File: src/rtl/mem2rw_pkg.sv
// mem2rw_pkg
//   Shared constants and types for the two-port 32x64 memory front-end.
//   MEM2RW_AW / MEM2RW_DW : default address / data widths of the memory.
//   mem2rw_req_t          : one request beat {addr, wdata, we}.
//   mem2rw_rdata_t        : one read-data word.
package mem2rw_pkg;

    localparam int MEM2RW_AW = 5;
    localparam int MEM2RW_DW = 64;

    typedef struct packed {
        logic [MEM2RW_AW-1:0] addr;
        logic [MEM2RW_DW-1:0] wdata;
        logic                 we;
    } mem2rw_req_t;

    typedef logic [MEM2RW_DW-1:0] mem2rw_rdata_t;

endpackage

File: src/rtl/mem2rw_rsp_fifo.sv
// mem2rw_rsp_fifo
//   Small circular-buffer FIFO holding read responses for one channel.
//   Ports:
//     clock     : rising-edge clock
//     reset     : asynchronous active-low reset (clears pointers, count, entries)
//     push      : write push_data at the tail this cycle
//     push_data : data to store
//     pop       : drop the head entry this cycle (only meaningful when !empty)
//     count     : number of stored entries (0..DEPTH)
//     head_data : head entry; stable until popped
//     empty     : count == 0
//   The caller guarantees no push while full without a simultaneous pop.
module mem2rw_rsp_fifo #(
    parameter  int DW    = 64,
    parameter  int DEPTH = 4,
    localparam int CW    = $clog2(DEPTH + 1),
    localparam int PW    = (DEPTH > 1) ? $clog2(DEPTH) : 1
) (
    input  logic          clock,
    input  logic          reset,
    input  logic          push,
    input  logic [DW-1:0] push_data,
    input  logic          pop,
    output logic [CW-1:0] count,
    output logic [DW-1:0] head_data,
    output logic          empty
);

    logic [DW-1:0] entry_q [DEPTH];
    logic [DW-1:0] entry_d [DEPTH];
    logic [PW-1:0] wr_ptr_q, wr_ptr_d;
    logic [PW-1:0] rd_ptr_q, rd_ptr_d;
    logic [CW-1:0] count_q, count_d;

    always_comb begin
        wr_ptr_d = wr_ptr_q;
        rd_ptr_d = rd_ptr_q;
        count_d  = count_q;
        for (int i = 0; i < DEPTH; i++) begin
            entry_d[i] = entry_q[i];
        end

        if (push) begin
            entry_d[wr_ptr_q] = push_data;
            wr_ptr_d = (wr_ptr_q == PW'(DEPTH - 1)) ? '0 : wr_ptr_q + PW'(1);
        end
        if (pop) begin
            rd_ptr_d = (rd_ptr_q == PW'(DEPTH - 1)) ? '0 : rd_ptr_q + PW'(1);
        end

        case ({push, pop})
            2'b10:   count_d = count_q + CW'(1);
            2'b01:   count_d = count_q - CW'(1);
            default: count_d = count_q;
        endcase
    end

    always_ff @(posedge clock or negedge reset) begin
        if (!reset) begin
            wr_ptr_q <= '0;
            rd_ptr_q <= '0;
            count_q  <= '0;
            for (int i = 0; i < DEPTH; i++) begin
                entry_q[i] <= '0;
            end
        end else begin
            wr_ptr_q <= wr_ptr_d;
            rd_ptr_q <= rd_ptr_d;
            count_q  <= count_d;
            for (int i = 0; i < DEPTH; i++) begin
                entry_q[i] <= entry_d[i];
            end
        end
    end

    assign count     = count_q;
    assign empty     = (count_q == '0);
    // Entries are cleared on reset, so the head reads 0 out of reset.
    assign head_data = entry_q[rd_ptr_q];

`ifndef SYNTHESIS
    // Overflow can only come from a broken credit scheme upstream.
    a_no_overflow: assert property (@(posedge clock) disable iff (!reset)
        !(push && !pop && (count_q == CW'(DEPTH))));
`endif

endmodule

File: src/rtl/mem2rw_req_frontend.sv
// mem2rw_req_frontend
//   Front-end for a two-port 32x64 read/write memory with 1-cycle registered
//   read. Channel N (valid/ready request + valid/ready response) drives memory
//   port N only; the two channels are independent.
//   Ports:
//     clock, reset            : clock, asynchronous active-low reset
//     cN_req_valid/ready      : request handshake
//     cN_req_addr/wdata/we    : request payload (we=1 write, no response)
//     cN_rsp_valid/ready      : response handshake
//     cN_rsp_rdata            : response read data
//     pNaddr/pNwdata/pNwe     : raw memory port N drive
//     pNrdata                 : memory port N registered read data
//     collision_err           : only with MEM2RW_COLLISION_FLAG_EN defined; sticky
//                               flag for same-address same-cycle accesses with
//                               at least one write on both channels.
//   Optional build macro: MEM2RW_COLLISION_FLAG_EN.
module mem2rw_req_frontend
    import mem2rw_pkg::*;
#(
    parameter int AW        = MEM2RW_AW,
    parameter int DW        = MEM2RW_DW,
    parameter int RSP_DEPTH = 4
) (
    input  logic          clock,
    input  logic          reset,

    input  logic          c1_req_valid,
    output logic          c1_req_ready,
    input  logic [AW-1:0] c1_req_addr,
    input  logic [DW-1:0] c1_req_wdata,
    input  logic          c1_req_we,
    output logic          c1_rsp_valid,
    input  logic          c1_rsp_ready,
    output logic [DW-1:0] c1_rsp_rdata,

    input  logic          c2_req_valid,
    output logic          c2_req_ready,
    input  logic [AW-1:0] c2_req_addr,
    input  logic [DW-1:0] c2_req_wdata,
    input  logic          c2_req_we,
    output logic          c2_rsp_valid,
    input  logic          c2_rsp_ready,
    output logic [DW-1:0] c2_rsp_rdata,

    output logic [AW-1:0] p1addr,
    output logic [DW-1:0] p1wdata,
    output logic          p1we,
    input  logic [DW-1:0] p1rdata,

    output logic [AW-1:0] p2addr,
    output logic [DW-1:0] p2wdata,
    output logic          p2we,
    input  logic [DW-1:0] p2rdata
`ifdef MEM2RW_COLLISION_FLAG_EN
    ,
    output logic          collision_err
`endif
);

    localparam int CW = $clog2(RSP_DEPTH + 1);

    // Index 0 = channel/port 1, index 1 = channel/port 2.
    mem2rw_req_t   [1:0] req;
    mem2rw_rdata_t [1:0] prdata;
    mem2rw_rdata_t [1:0] rsp_rdata;
    logic          [1:0] req_valid;
    logic          [1:0] req_ready;
    logic          [1:0] fire;
    logic          [1:0] pwe;
    logic          [1:0] rsp_valid;
    logic          [1:0] rsp_ready;

    assign req[0]    = '{addr: c1_req_addr, wdata: c1_req_wdata, we: c1_req_we};
    assign req[1]    = '{addr: c2_req_addr, wdata: c2_req_wdata, we: c2_req_we};
    assign req_valid = {c2_req_valid, c1_req_valid};
    assign rsp_ready = {c2_rsp_ready, c1_rsp_ready};
    assign prdata[0] = p1rdata;
    assign prdata[1] = p2rdata;

    for (genvar gi = 0; gi < 2; gi++) begin : g_ch
        logic          inflight_q, inflight_d;
        logic [CW-1:0] fifo_count;
        logic          fifo_empty;
        logic          pop;

        // A fired read holds one FIFO slot from fire until its response is
        // popped, so counting inflight plus stored entries can never overflow.
        // Writes are also stalled when credits run out to keep ordering.
        assign req_ready[gi] = ({1'b0, fifo_count} + {{CW{1'b0}}, inflight_q})
                               < (CW+1)'(RSP_DEPTH);
        assign fire[gi]      = req_valid[gi] & req_ready[gi];
        assign pwe[gi]       = fire[gi] & req[gi].we;
        assign pop           = rsp_valid[gi] & rsp_ready[gi];
        assign rsp_valid[gi] = ~fifo_empty;

        // The memory registers the read address at the fire edge; its data
        // is present on pNrdata during the following cycle only.
        always_comb begin
            inflight_d = fire[gi] & ~req[gi].we;
        end

        always_ff @(posedge clock or negedge reset) begin
            if (!reset) begin
                inflight_q <= 1'b0;
            end else begin
                inflight_q <= inflight_d;
            end
        end

        mem2rw_rsp_fifo #(
            .DW    (DW),
            .DEPTH (RSP_DEPTH)
        ) u_rsp_fifo (
            .clock     (clock),
            .reset     (reset),
            .push      (inflight_q),
            .push_data (prdata[gi]),
            .pop       (pop),
            .count     (fifo_count),
            .head_data (rsp_rdata[gi]),
            .empty     (fifo_empty)
        );
    end

    assign c1_req_ready = req_ready[0];
    assign c2_req_ready = req_ready[1];
    assign c1_rsp_valid = rsp_valid[0];
    assign c2_rsp_valid = rsp_valid[1];
    assign c1_rsp_rdata = rsp_rdata[0];
    assign c2_rsp_rdata = rsp_rdata[1];

    // Address and data pass straight through; only the write enable is
    // qualified, so a non-firing cycle is a harmless ignored read.
    assign p1addr  = req[0].addr;
    assign p1wdata = req[0].wdata;
    assign p1we    = pwe[0];
    assign p2addr  = req[1].addr;
    assign p2wdata = req[1].wdata;
    assign p2we    = pwe[1];

`ifdef MEM2RW_COLLISION_FLAG_EN
    logic collision_q, collision_d;

    always_comb begin
        collision_d = collision_q;
        if (fire[0] && fire[1] && (req[0].addr == req[1].addr)
            && (req[0].we || req[1].we)) begin
            collision_d = 1'b1;
        end
    end

    always_ff @(posedge clock or negedge reset) begin
        if (!reset) begin
            collision_q <= 1'b0;
        end else begin
            collision_q <= collision_d;
        end
    end

    assign collision_err = collision_q;
`endif

endmodule

File: config.mk
export PLATFORM = sky130hd
export DESIGN_NAME = mem2rw_req_frontend
export DESIGN_NICKNAME = d
export VERILOG_FILES = /design/src/rtl/mem2rw_pkg.sv /design/src/rtl/mem2rw_rsp_fifo.sv /design/src/rtl/mem2rw_req_frontend.sv
export SDC_FILE = /design/constraint.sdc
export NUM_CORES = 1
export LEC_CHECK = 0
export ABC_AREA = 1
export CORE_ASPECT_RATIO = 0.9
export CORE_MARGIN = 4
export CORE_UTILIZATION = 45
export CTS_CLUSTER_DIAMETER = 150
export DETAILED_ROUTE_END_ITERATION = 8
export PLACE_DENSITY = 0.84
export REMOVE_ABC_BUFFERS = 1
export SLEW_MARGIN = 20
export SYNTH_ARGS = -nofsm -noshare
export SYNTH_HDL_FRONTEND = slang
export SYNTH_SLANG_ARGS = --single-unit
File: constraint.sdc
create_clock -name clock -period 1.45 [get_ports clock]
set_input_delay 0.435 -clock clock [delete_from_list [all_inputs] [get_ports clock]]
set_output_delay 0.435 -clock clock [all_outputs]
set_load 0.1 [all_outputs]
== Word level (Yosys, flattened, before mapping) ==
Cells that the tools add are included.

* Bits in latches: 0
* Bits in writable memories: 0
* ROM bits: 0
* Output and inout bits: 272
* Logic and storage cells: 82
* Memories: 0
* Bits in registers: 528

* Eq/ne operators: 8
* Multiplexer cells: 18
* Divide/modulo/power cells: 0
* Add/sub/neg operators: 10
* Bitwise logic cells: 16
* Reduce and logical (&&, ||, !) cells: 6
* Shift-type cells: 0
* Magnitude comparators: 8
* Multipliers: 0

{| class="wikitable"
|+ Operator list
! kind !! number
|-
| bitwise mux 256 bit || 2
|-
| 2-to-1 mux 64 bit || 6
|-
| binary-select mux 64 bit (select 2 bit) || 2
|-
| demux 64 bit (select 2 bit) || 2
|-
| equality test 2 bit (second input constant) || 6
|-
| >= comparator 3 bit (second input constant) || 4
|-
| NOT 2 -> 3 bit || 4
|-
| case mux 3 bit (2 select lines) || 2
|-
| adder 2 x 1 -> 2 bit (second input constant) || 4
|-
| adder 3 x 1 -> 4 bit || 2
|-
| bitwise AND 1 bit || 8
|-
| < comparator 4 x 3 -> 1 bit (second input constant) || 2
|-
| 2-to-1 mux 2 bit || 4
|-
| adder 3 x 1 -> 3 bit (second input constant) || 2
|-
| zero test 3 bit || 2
|-
| < comparator 3 x 1 -> 1 bit (second input constant) || 2
|-
| subtractor 3 x 1 -> 3 bit (second input constant) || 2
|-
| equality test 2 x 1 -> 1 bit (second input constant) || 2
|-
| NOT 1 bit || 4
|-
| nonzero test 2 bit || 2
|-
| logical AND 1 bit || 2
|}

== Depth between registers and ports, before layout ==
* Depth in word-level cells: 6
* Gate-level depth with buffers: 12

== Modules after synthesis ==
Synthesis repeated with hierarchy kept, for this count alone.

* Cells, all modules: 3,018
* Area, all modules: 25,917.4 sq um

{| class="wikitable"
|+ By module, submodules not included
! module !! area an instance (sq um) !! cells an instance !! sequential area each (sq um) !! instances
|-
| mem2rw_rsp_fifo || 12,361.9 || 1,428 || 6,581.3 || 2
|-
| mem2rw_req_frontend || 1,193.6 || 162 || 50.0 || 1
|}

== Least setup slack after synthesis ==
OpenSTA, ideal clock, no wires.

* Kind: register to register
* Start: register g_ch[1].u_rsp_fifo.count_q[0]
* End: register g_ch[1].u_rsp_fifo.count_q[1]
* Data arrival time: 2.490 ns
* Path buffers: 0
* Stages on the path, launching flop included: 9
* Slack: -1.122 ns
* Cell sequence: dfrtp_1 inv_1 nand3_1 nand2_1 inv_1 ha_1 inv_1 fa_1 o21ai_0

* Cells in the longest elaborated chain, start to end: 5
* Elaborated cells between the ends (all ways): 9

{| class="wikitable"
|+ RTL lines
! what !! RTL line !! RTL
|-
| start, declared || mem2rw_rsp_fifo.sv:33 || <nowiki>logic [CW-1:0] count_q, count_d;</nowiki>
|-
| start signal, assigned || mem2rw_rsp_fifo.sv:69 || <nowiki>count_q <= count_d;</nowiki>
|-
| zero test 3 bit * || mem2rw_rsp_fifo.sv:77 || <nowiki>assign empty = (count_q == '0);</nowiki>
|-
| NOT 1 bit * || mem2rw_req_frontend.sv:94 || <nowiki>assign rsp_valid[gi] = ~fifo_empty;</nowiki>
|-
| named net c2_rsp_valid || mem2rw_req_frontend.sv:41 || <nowiki>output logic c2_rsp_valid,</nowiki>
|-
| bitwise AND 1 bit * || mem2rw_req_frontend.sv:93 || <nowiki>assign pop = rsp_valid[gi] & rsp_ready[gi];</nowiki>
|-
| equality test 2 x 1 -> 1 bit or equality test 2 bit (tied branches) || mem2rw_rsp_fifo.sv:51 || <nowiki>case ({push, pop})</nowiki>
|-
| case mux 3 bit (2 select lines) or nonzero test 2 bit (tied branches) || -- ||
|}

The timed path passes the listed nets; every way through them passes the cells marked *.
A chain may end at the register's enable or synchronous reset.

== Worst setup path after layout ==
* Start: register g_ch[0].u_rsp_fifo.rd_ptr_q[0]
* End: output port c1_rsp_rdata[4]

* Cells in the longest elaborated chain, start to end: 4

{| class="wikitable"
|+ RTL lines
! what !! RTL line !! RTL
|-
| start, declared || mem2rw_rsp_fifo.sv:32 || <nowiki>logic [PW-1:0] rd_ptr_q, rd_ptr_d;</nowiki>
|-
| start signal, assigned || mem2rw_rsp_fifo.sv:68 || <nowiki>rd_ptr_q <= rd_ptr_d;</nowiki>
|-
| NOT 2 -> 3 bit (implied by the code) || mem2rw_rsp_fifo.sv:79 || <nowiki>assign head_data = entry_q[rd_ptr_q];</nowiki>
|-
| binary-select mux 64 bit (select 2 bit) || mem2rw_rsp_fifo.sv:79 ||
|-
| 2-to-1 mux 64 bit (implied by the code) (2 in a row) || mem2rw_rsp_fifo.sv:79 ||
|-
| end, declared || mem2rw_req_frontend.sv:34 || <nowiki>output logic [DW-1:0] c1_rsp_rdata,</nowiki>
|}

No other way between the ends. The select of a mux whose other input is x is not followed.

==> results.yml <==
global_route:
  grt_start_max_net_pins: 66
  antenna_found_initial: 1
  gr-total-overflow: 0
  grt_usage_pct: 27.48
  grt_pass1_vias: 20560
  grt_pass1_wl_um: 131500
worst_setup_path:
  cp_common_cell: "buf_12"
  required_ns: 1.02
  startpoint_type: "register"
  crit_type: "register to output port"
  path_cells: "buf_12 > buf_6 > o211ai_1 > nand2_1 > buf_12"
  crit_start: "g_ch[0].u_rsp_fifo.rd_ptr_q[0]$_DFFE_PN0N_"
  crit_family: "buffers and inverters"
  r2r_start: "g_ch[1].u_rsp_fifo.count[1]$_DFFE_PN0P_"
  crit_path_end_kind: "output port"
  max_stage_delay_ns: 0.50
  cp_num_buf_inv: 3
  crit_path_max_fanout: 20
  cp_data_arrival_time_ns: 2.11
  cpMaxStageDelayCell: "dfrtp_4"
placement:
  io_buffers: 269
  preCtsSetupSlack_ns: -0.6225
  place.detailed.hpwl_um: 62490
  post-place-cells: 3868
  gp_congestion: 0.8518
floorplanning:
  die_y_um: 238.8
  start_util_pct: 45.50
  die_x_um: 264.5
  die_area_um2: 63150
  core_um2: 58540
  ioPinCount: 546
  num_rows: 84
clocking:
  numCtsBuffers: 53
  clk_latency_ns: 0.60
  htree_levels: 2
  cts.sinks: 528
  clk_path_buf_depth: 3
  cts-root-buf: "clkbuf_16"
  tritoncts: "done"
  path_clk_slew_ns: 0.07
layout:
  final_nets: 3496
  fin_cells: 4020
  drive_above_1_share_pct: 22.56
  final_core_util_pct: 58.03
  final_common_cell: "nand2_1"
  syn_to_final_growth_pct: 27.53
  final_cell_mix: "866 x nand2_1, 520 x dfrtp_1, 398 x inv_1, 256 x o211ai_1, 230 x o21ai_1"
run:
  maxCapViolations: 0
synth:
  synth_compound_area_share_pct: 19.86
  synthSimpleGateAreaFrac_pct: 13.51
  synth_xor_area_share_pct: 0.06576
  yosys_warnings: 0
  ys_seq_area_share_pct: 49.60
  synth_top_family_by_area: "compound AO/OA/AOI/OAI gates"
  synthAdderAreaFrac_pct: 0.7140
  syn_area_per_cell_um2: 8.841
  synthMuxAreaShare_pct: 0
  netlist_area_um2: 26640
  synthDistinctLibCells: 22
  synthCells: 3013
  synth_seq_cells: 528
timing:
  period_minus_slack_ns: 2.546
  slew_viol_final: 0
  period_share_pct: 175.6
  hold_viol: 0
  grt_setup_unrepaired: "yes"
  holdWs_ns: 0.3086
  max_freq_ghz: 0.3928
  worstMarginPinSlew_ns: 0.4209
  setup_viol: 149
  finalClockSkew_ns: 0.02020
  maxSlewHeadroom_pct: 71.94
  fin_ws_ns: -1.096
drt:
  via_count: 22840
  drc: 0
  wl_per_cell_um: 24.20
  ant_nets: 0
  viasPerCell: 5.683
  firstDrtPassIters: 7
  wl_um: 97270
  dr.first_iter.drc_count: 2997
min_path:
  holdCritPathClass: "input pin to async pin"
run_status:
  status: "finished, violations left"
  violations: "negative setup slack"
cells in the mapped netlist:
cell type	n	area [um2]
inv_2	2	7.510
a21oi_1	2	10.01
dfrtp_1	528	13210
nand2_4	2	22.52
o21ai_1	228	1141
nand2_1	921	3457
nand3_1	12	60.06
o21ai_0	88	440.4
buf_2	24	120.1
fa_1	2	40.04
nand2_2	4	25.02
buf_4	170	1276
ha_1	12	150.1
inv_1	407	1528
nor2_1	6	22.52
o21ai_2	202	1769
a31oi_1	1	6.260
xnor2_1	2	17.52
nand4_1	2	12.51
o211ai_1	256	1922
buf_6	115	1295
clkbuf_1	27	101.4
final timing paths:
path | endpoint | slack (ns) | cells after the start
min | g_ch[0].u_rsp_fifo.entry_q[176]$_DFFE_PN0P_ | 0.31 | 2
max reg2reg | g_ch[1].u_rsp_fifo.count[1]$_DFFE_PN0P_ | -0.38 | 9
min in group clock | g_ch[0].inflight_q$_DFF_PN0_ | 0.43 | 2
max in group asynchronous | g_ch[0].u_rsp_fifo.entry_q[145]$_DFFE_PN0P_ | 0.37 | 4
min reg2reg | g_ch[1].u_rsp_fifo.entry_q[238]$_DFFE_PN0P_ | 0.48 | 2
max | c1_rsp_rdata[4] | -1.10 | 5
metal layers:
metal / part of all wire (%) / vias up / global-route usage (%)
li1: - / 9961 / -
met1: 37 / 10960 / 34.90
met2: 40 / 1599 / 35.73
met3: 18 / 289 / 19.67
met4: 3.8 / 32 / 7.859
met5: 1.4 / - / 14.56
area by class of cell:
type	instances	area [um2]
Clock inverter	26	310.3
Clock buffer	66	1465
Fill cell	4514	24570
Sequential cell	528	13230
Inverter	409	1545
Tap cell	774	968.4
Timing Repair Buffer	475	6929
Multi-Input combinational cell	1741	9522
Antenna cell	1	2.502
cells by family after synthesis:
group,Yosys count
adder cells (fa/ha/maj),14
XOR/XNOR,2
buffers and inverters,745
AO/OA/AOI/OAI,777
flip-flops,528
AND/OR/NAND/NOR,947
worst register-to-register path, stage by stage (launching register included):
cell,delay (ns)
dfrtp_1,0.43
buf_6,0.14
inv_4,0.05
nand3_4,0.06
nand2_1,0.08
inv_1,0.05
ha_1,0.19
inv_1,0.10
fa_2,0.45
o21ai_1,0.19
what timing repair did:
action	in CTS	in global routing
resized for setup	62	116
setup buffers	4	21
gates cloned	4	30
endpoints found under the setup margin	140	380
hold endpoints to repair	71	0
pin swaps	114	148
hold buffers	1	0
state kept, by name, indices dropped and copies added, names as in the netlist:
signal and count:
g_ch.u_rsp_fifo.entry_q 512, g_ch.u_rsp_fifo.count 6, g_ch.u_rsp_fifo.rd_ptr_q 4, g_ch.u_rsp_fifo.wr_ptr_q 4, g_ch.inflight_q 2
metrics by stage:
step | TNS, ns | cell area (um2)
floorplan | -1021.03 | 23840
finish | -129.53 | 33970
global route | -138.68 | 33970
global placement | -42.27 | 30580
detailed placement | -44.30 | 30580
CTS | -126.73 | 32710
Power is left out: the tool's default activity adds up to more than one toggle a clock period on the data nets, which glitch-free logic cannot reach.
